===== config.mk =====
export PLATFORM = sky130hd
export DESIGN_NAME = fb_write_scheduler
export DESIGN_NICKNAME = d
export VERILOG_FILES = /design/src/rtl/fb_write_scheduler.sv
export SDC_FILE = /design/constraint.sdc
export NUM_CORES = 1
export LEC_CHECK = 0
export CORE_AREA = 2 2 74 62
export DETAILED_ROUTE_END_ITERATION = 7
export DIE_AREA = 0 0 76 64
export GPL_TIMING_DRIVEN = 0
export PLACE_DENSITY_LB_ADDON = 0.08
export SYNTH_ARGS = -nofsm -noshare
export SYNTH_HDL_FRONTEND = slang
export SYNTH_SLANG_ARGS = --single-unit

===== constraint.sdc =====
create_clock -name CLK -period 1.85 [get_ports CLK]
set_clock_uncertainty 0.15 [all_clocks]
set_input_delay 0.185 -clock CLK [delete_from_list [all_inputs] [get_ports CLK]]
set_output_delay 0.185 -clock CLK [all_outputs]
set_load 0.02 [all_outputs]

===== src/rtl/fb_write_scheduler.sv =====
`default_nettype none
// ============================================================================
// Module      : fb_write_scheduler
// Description : Per-frame writer for the back buffer. It optionally clears the
//               buffer, then arbitrates two requesters round-robin onto the one
//               write port, and asks for the buffer swap at frame end.
//               Optional clear pass is built when FB_CLEAR_EN is defined.
// Revision    : 1.0 - initial release
// ============================================================================
module fb_write_scheduler #(
    parameter int                ADDR_W      = 16,
    parameter int                DATA_W      = 8,
    parameter int                PIXELS      = 64000,
    parameter logic [DATA_W-1:0] CLEAR_COLOR = 8'h00
) (
    input  logic              CLK,
    input  logic              RESET_N,
    input  logic              frame_start,
    input  logic              frame_complete,
    input  logic              req0_valid,
    input  logic [ADDR_W-1:0] req0_addr,
    input  logic [DATA_W-1:0] req0_data,
    input  logic              req0_done,
    output logic              req0_ready,
    input  logic              req1_valid,
    input  logic [ADDR_W-1:0] req1_addr,
    input  logic [DATA_W-1:0] req1_data,
    input  logic              req1_done,
    output logic              req1_ready,
    output logic              wren,
    output logic [ADDR_W-1:0] write_addr,
    output logic [DATA_W-1:0] frame_buffer_data,
    output logic              switch_buffer,
    output logic              busy,
    output logic              swap_done
);

    typedef enum logic [1:0] {
        S_IDLE      = 2'd0,
        S_CLEAR     = 2'd1,
        S_RENDER    = 2'd2,
        S_WAIT_SWAP = 2'd3
    } state_t;

    localparam logic [ADDR_W:0] c_pixels = (ADDR_W+1)'(PIXELS);

    state_t            r_state;
    logic              r_last_grant;   // 1 = req1 was granted most recently
    logic              r_done0;
    logic              r_done1;
`ifdef FB_CLEAR_EN
    localparam logic [ADDR_W-1:0] c_last_addr = ADDR_W'(PIXELS - 1);
    logic [ADDR_W-1:0] r_clr_addr;
`endif

    logic              w_grant;
    logic              w_xfer;
    logic              w_in_range;
    logic [ADDR_W-1:0] w_addr;
    logic [DATA_W-1:0] w_data;

    // Contended cycles go to whoever was not served last; a lone requester always wins.
    always_comb begin
        w_grant = 1'b0;
        if (req0_valid && req1_valid) begin
            w_grant = ~r_last_grant;
        end else if (req1_valid) begin
            w_grant = 1'b1;
        end
    end

    assign w_xfer     = (r_state == S_RENDER) && (req0_valid || req1_valid);
    assign req0_ready = w_xfer && !w_grant;
    assign req1_ready = w_xfer && w_grant;
    assign w_addr     = w_grant ? req1_addr : req0_addr;
    assign w_data     = w_grant ? req1_data : req0_data;
    assign w_in_range = {1'b0, w_addr} < c_pixels;
    assign busy       = (r_state != S_IDLE);

    always_ff @(posedge CLK or negedge RESET_N) begin
        if (!RESET_N) begin
            r_state           <= S_IDLE;
            r_last_grant      <= 1'b1;     // so req0 wins the first contended cycle
            r_done0           <= 1'b0;
            r_done1           <= 1'b0;
            wren              <= 1'b0;
            write_addr        <= '0;
            frame_buffer_data <= '0;
            switch_buffer     <= 1'b0;
            swap_done         <= 1'b0;
`ifdef FB_CLEAR_EN
            r_clr_addr        <= '0;
`endif
        end else begin
            wren      <= 1'b0;
            swap_done <= 1'b0;
            if (req0_done) r_done0 <= 1'b1;
            if (req1_done) r_done1 <= 1'b1;

            case (r_state)
                S_IDLE: begin
                    if (frame_start) begin
                        r_done0 <= 1'b0;
                        r_done1 <= 1'b0;
`ifdef FB_CLEAR_EN
                        r_clr_addr <= '0;
                        r_state    <= S_CLEAR;
`else
                        r_state    <= S_RENDER;
`endif
                    end
                end
`ifdef FB_CLEAR_EN
                S_CLEAR: begin
                    wren              <= 1'b1;
                    write_addr        <= r_clr_addr;
                    frame_buffer_data <= CLEAR_COLOR;
                    r_clr_addr        <= r_clr_addr + 1'b1;
                    if (r_clr_addr == c_last_addr) r_state <= S_RENDER;
                end
`endif
                S_RENDER: begin
                    if (w_xfer) begin
                        wren              <= w_in_range;
                        write_addr        <= w_addr;
                        frame_buffer_data <= w_data;
                        r_last_grant      <= w_grant;
                    end else if (r_done0 && r_done1) begin
                        // Only reached on an idle cycle, so the last write has already left.
                        switch_buffer <= 1'b1;
                        r_state       <= S_WAIT_SWAP;
                    end
                end
                S_WAIT_SWAP: begin
                    if (frame_complete) begin
                        switch_buffer <= 1'b0;
                        swap_done     <= 1'b1;
                        r_state       <= S_IDLE;
                    end
                end
                default: r_state <= S_IDLE;
            endcase
        end
    end

endmodule
`default_nettype wire


Word-level counts from Yosys, hierarchy flattened
Index checks and enable logic that the tools add are counted.
{"block": "word_totals", "register_bits": 32, "inputBits": 56, "out_inout_bits": 30, "elab_cells": 53}
{"block": "op_classes", "magnitude_cmp": 1, "n_eq_ne": 6, "muxes": 23, "bitwise": 1, "n_reduce_logical": 13}
{"op": "less-than comparator 16 bit (second input constant)", "n": 1}
{"op": "two-way mux 16 bit", "n": 1}
{"op": "two-way mux 1 bit", "n": 15}
{"op": "two-way mux 2 bit", "n": 4}
{"op": "two-way mux 8 bit", "n": 1}
{"op": "AND reduction 4 bit", "n": 2}
{"op": "!= test 2 bit (second input constant)", "n": 3}
{"op": "one-hot mux 2 bit (3 select lines)", "n": 1}
{"op": "logical AND 1 bit", "n": 5}
{"op": "== test 2 bit (second input constant)", "n": 2}
{"op": "nonzero test 2 bit", "n": 2}
{"op": "logical NOT 2 bit", "n": 1}
{"op": "!= test 2 x 1 -> 1 bit (second input constant)", "n": 1}
{"op": "one-hot mux 1 bit (2 select lines)", "n": 1}
{"op": "AND reduction 2 bit", "n": 1}
{"op": "logical NOT 1 bit", "n": 1}
{"op": "logical OR 1 bit", "n": 1}
{"op": "inverter 1 bit", "n": 1}

Depth between registers and ports, before layout
{"block": "depth", "ltp_word": 6, "mapped_depth": 5}

Worst setup path before layout
OpenSTA, ideal clock, no wires.
{"block": "synth_path", "kind": "register to register", "startpoint": "register r_state[0]", "endpoint": "register write_addr[0]", "arrival_ns": 1.327, "t_required_ns": 1.634, "slack_ns": 0.307, "path_stages_with_launch": 5, "path_buffers": 1, "synth_period_minus_slack_ns": 1.543, "cell_sequence": "dfrtp_1 -> nand2b_1 -> nor3_4 -> buf_6 -> a221o_1"}
{"block": "synth_via", "elab_chain_cells": 3}
{"item": "from (decl)", "line": "47", "rtl": "state_t r_state;"}
{"item": "from (signal assigned)", "line": "82", "rtl": "r_state <= S_IDLE;"}
{"item": "from (signal assigned)", "line": "109", "rtl": "r_state <= S_RENDER;"}
{"item": "from (signal assigned)", "line": "131", "rtl": "r_state <= S_WAIT_SWAP;"}
{"item": "== test 2 bit (*)", "line": "72, 100"}
{"item": "logical AND 1 bit", "line": "72", "rtl": "assign w_xfer = (r_state == S_RENDER) && (req0_valid || req1_valid);"}
{"item": "AND reduction 2 bit (no line) (*)"}
{"item": "to (signal assigned)", "line": "125", "rtl": "write_addr <= w_addr;"}
{"item": "to (decl)", "line": "31", "rtl": "output logic [ADDR_W-1:0] write_addr,"}
Every way passes the cells marked *; elsewhere a longest branch is shown, timed or not.
A chain may end at the register's enable or synchronous reset.

Worst setup path in the final report
{"block": "layout_path", "startpoint": "register r_last_grant", "endpoint": "output port req0_ready"}
{"block": "layout_via", "elab_chain_cells": 4}
{"item": "from (decl)", "line": "48", "rtl": "logic r_last_grant;"}
{"item": "from (signal assigned)", "line": "127", "rtl": "r_last_grant <= w_grant;"}
{"item": "inverter 1 bit", "line": "66", "rtl": "w_grant = ~r_last_grant;"}
{"item": "two-way mux 1 bit", "line": "65", "rtl": "if (req0_valid && req1_valid) begin"}
{"item": "logical NOT 1 bit", "line": "73", "rtl": "assign req0_ready = w_xfer && !w_grant;"}
{"item": "logical AND 1 bit", "line": "73"}
{"item": "to (decl)", "line": "24", "rtl": "output logic req0_ready,"}
No other way between the ends.

==> metrics.cfg <==
[run_status]
status = completed

[worst_setup_path]
r2r-start = r_state[0]
critPathKind = reg -> out
cp-end-kind = output pin
crit_start = r_last_grant
cp-start-kind = flip-flop
cp.required_ns = 1.51
path_max_fanout = 2
crit_arrival_ns = 1.47

[floorplan]
rows = 21
fp.dieH_um = 64
die_x_um = 76
dieArea_mm2 = 0.00486
core_area_mm2 = 0.00407
initial_core_util_pct = 36.1
io_pins = 86

[timing]
final.min_clock_period_ns = 1.81
rsz0062_at_grt = yes
slew_headroom_pct = 52.0
final-setup-viol-count = 0
finalHoldViolCount = 0
tightest_slew_ns = 0.720
slew_violations = 0
finalCritPeriodShare_pct = 97.8
setup_ws_ns = 0.0412
fmax_mhz = 553
tns_ns = 0

[synthesis]
avgSynthCellArea_um2 = 11.8
yosys_warnings = 0
yosysSeqAreaShare_pct = 54.6
synth_cells = 125
syn_nets = 181
yosysUniqueCellTypes = 26
yosys_register_bits = 32
syn_area_mm2 = 0.00147

[place]
pre_cts_ws_ns = -0.636
dp_hpwl_um = 3180
io_buffers = 85
place.gp.congestion = 0.742
dp_cells = 267

[clocking]
clock-sinks = 32
h-tree-depth = 2
cts_tree = done
cts_root_buf = clkbuf_8
clkLatencyLatePin_ns = 0.27
clkSlewWorstSetupHoldPaths_ns = 0.06
clockBufferDepth = 2
cts-buffers-inserted = 5

[grt]
grt_max_degree = 33
grt_pass1_wl_um = 7090
antenna_found_initial = 0
grt_pass1_vias = 1415
grt_use_total_pct = 18.6
overflow = 0

[run]
maxCapViolations = 0

[routing]
drc = 0
wl_um = 4240
routed_via_density = 5.08
wire_per_inst_um = 15.2
dr_total_vias = 1416
drt_iter0_markers = 43
drt-pass1-iter-count = 4
ant_nets = 0

[min_path]
hp-class = in -> reg
hold_start = req0_done

[layout]
nNetsFinal = 277
syn_to_final_growth_pct = 72.3
utilization_pct = 62.2
final_cells = 279
n_antenna_cell = 0
drive_above_1_share_pct = 11.7
fill_cells = 362

[power]
finalPower_w = 0.00394
p_per_area_mw_per_mm2 = 1560
ir_worst_vdd_mv = 0.735
leakagePower_nw = 1.11

[worst max-delay path: stages, from the launching register on]
cell,delay (ns)
dfstp_2,0.57
a21boi_4,0.07
buf_6,0.13
nor3_4,0.19
buf_6,0.14
buf_6,0.11
[timing repair]
action	4_1_cts	5_1_grt
hold buffers	1	0
setup endpoints to repair	2	9
pin swaps	1	1
setup buffers	4	1
gates resized for setup	13	3
endpoints found under the hold margin	31	0
gates cloned	0	0
[layout by cell type (no fill, tap or decap), drive strengths merged, types with 5 or more instances in the layout]
master	count
clkbuf	8
nor2	5
dfrtp	31
o21ai	17
and3	18
mux2i	7
a21oi	5
a221o	17
buf	13
clkdlybuf4s50	81
[power breakdown]
part           switching (W)  internal (W)
logic                0.00103       0.00111
clock network       0.000243      0.000303
registers           0.000202       0.00105
total                0.00148       0.00246
[synth_stat cells]
cell type	number	area (µm²)
a221o_1	17	170
buf_6	3	33.8
o21ai_0	9	45.0
a21oi_1	5	25.0
nor2_1	4	15.0
dfstp_2	1	26.3
a21o_1	1	7.51
o2111ai_1	1	8.76
clkbuf_1	2	7.51
nor2_2	1	6.26
mux2i_1	7	70.1
nand4_1	2	12.5
and3_1	18	113
and2_1	1	6.26
a21boi_4	1	18.8
nor2b_1	1	6.26
a211oi_1	1	7.51
o22ai_1	1	6.26
nor3_4	1	16.3
inv_1	4	15.0
buf_4	2	15.0
o21ai_1	7	35.0
o21ai_2	1	8.76
dfrtp_1	31	776
nand2b_1	2	12.5
nor3_1	1	5.00
[path summary, 6_finish.rpt]
| kind | cells past startpoint | slack, ns | end |
|---|---|---|---|
| worst max register to register | 5 | 0.10 | write_addr[7] |
| worst min-delay path | 3 | 0.32 | r_done0 |
| worst max-delay path | 5 | 0.04 | req0_ready |
| min in group asynchronous | 2 | 0.35 | frame_buffer_data[3] |
| max in group asynchronous | 2 | 0.69 | r_state[1] |
| worst min register to register | 1 | 0.36 | frame_buffer_data[2] |
[per-layer routing]
layer / vias to the layer above / part of all wire (%) / wire, µm / global-route usage, %
met2: 51 / 50 / 2110 / 31.5
met4: 0 / 0.71 / 30 / 4.77
li1: 679 / - / - / -
met1: 682 / 44 / 1880 / 23.9
met5: - / 0 / 0 / 0
met3: 4 / 5.2 / 220 / 4.94
[layout make-up]
cell class,count,area [µm²],area share [%]
clock buffer,8,90.1,3.56
inverter,4,15.0,0.593
sequential,32,803,31.7
tap,57,71.3,2.82
multi-input combinational,82,603,23.8
buffer,5,52.6,2.08
timing repair buffer,91,896,35.4
[per-stage QoR]
stage,hold slack [ns],area [µm²]
2_1_floorplan,-0.261,1470
3_3_place_gp,0.346,2390
3_5_place_dp,0.126,2390
4_1_cts,0.315,2510
5_1_grt,0.345,2530
6_report,0.319,2530
[registers in the layout, indices dropped and copies added (netlist names)]
| register | cells |
|---|---|
| r_state | 2 |
| switch_buffer | 1 |
| write_addr | 16 |
| r_last_grant | 1 |
| swap_done | 1 |
| r_done0 | 1 |
| wren | 1 |
| frame_buffer_data | 8 |
| r_done1 | 1 |
[cell families (layout without fill, tap and decap cells)]
| family | count (synthesis) | in the layout | synth area share [%] |
|---|---|---|---|
| compound gates | 44 | 44 | 22.7 |
| buf+inv | 11 | 108 | 4.85 |
| flops | 32 | 32 | 54.6 |
| mux | 7 | 7 | 4.77 |
| simple gates | 31 | 31 | 13.1 |
(Power assumes the default switching activity.)
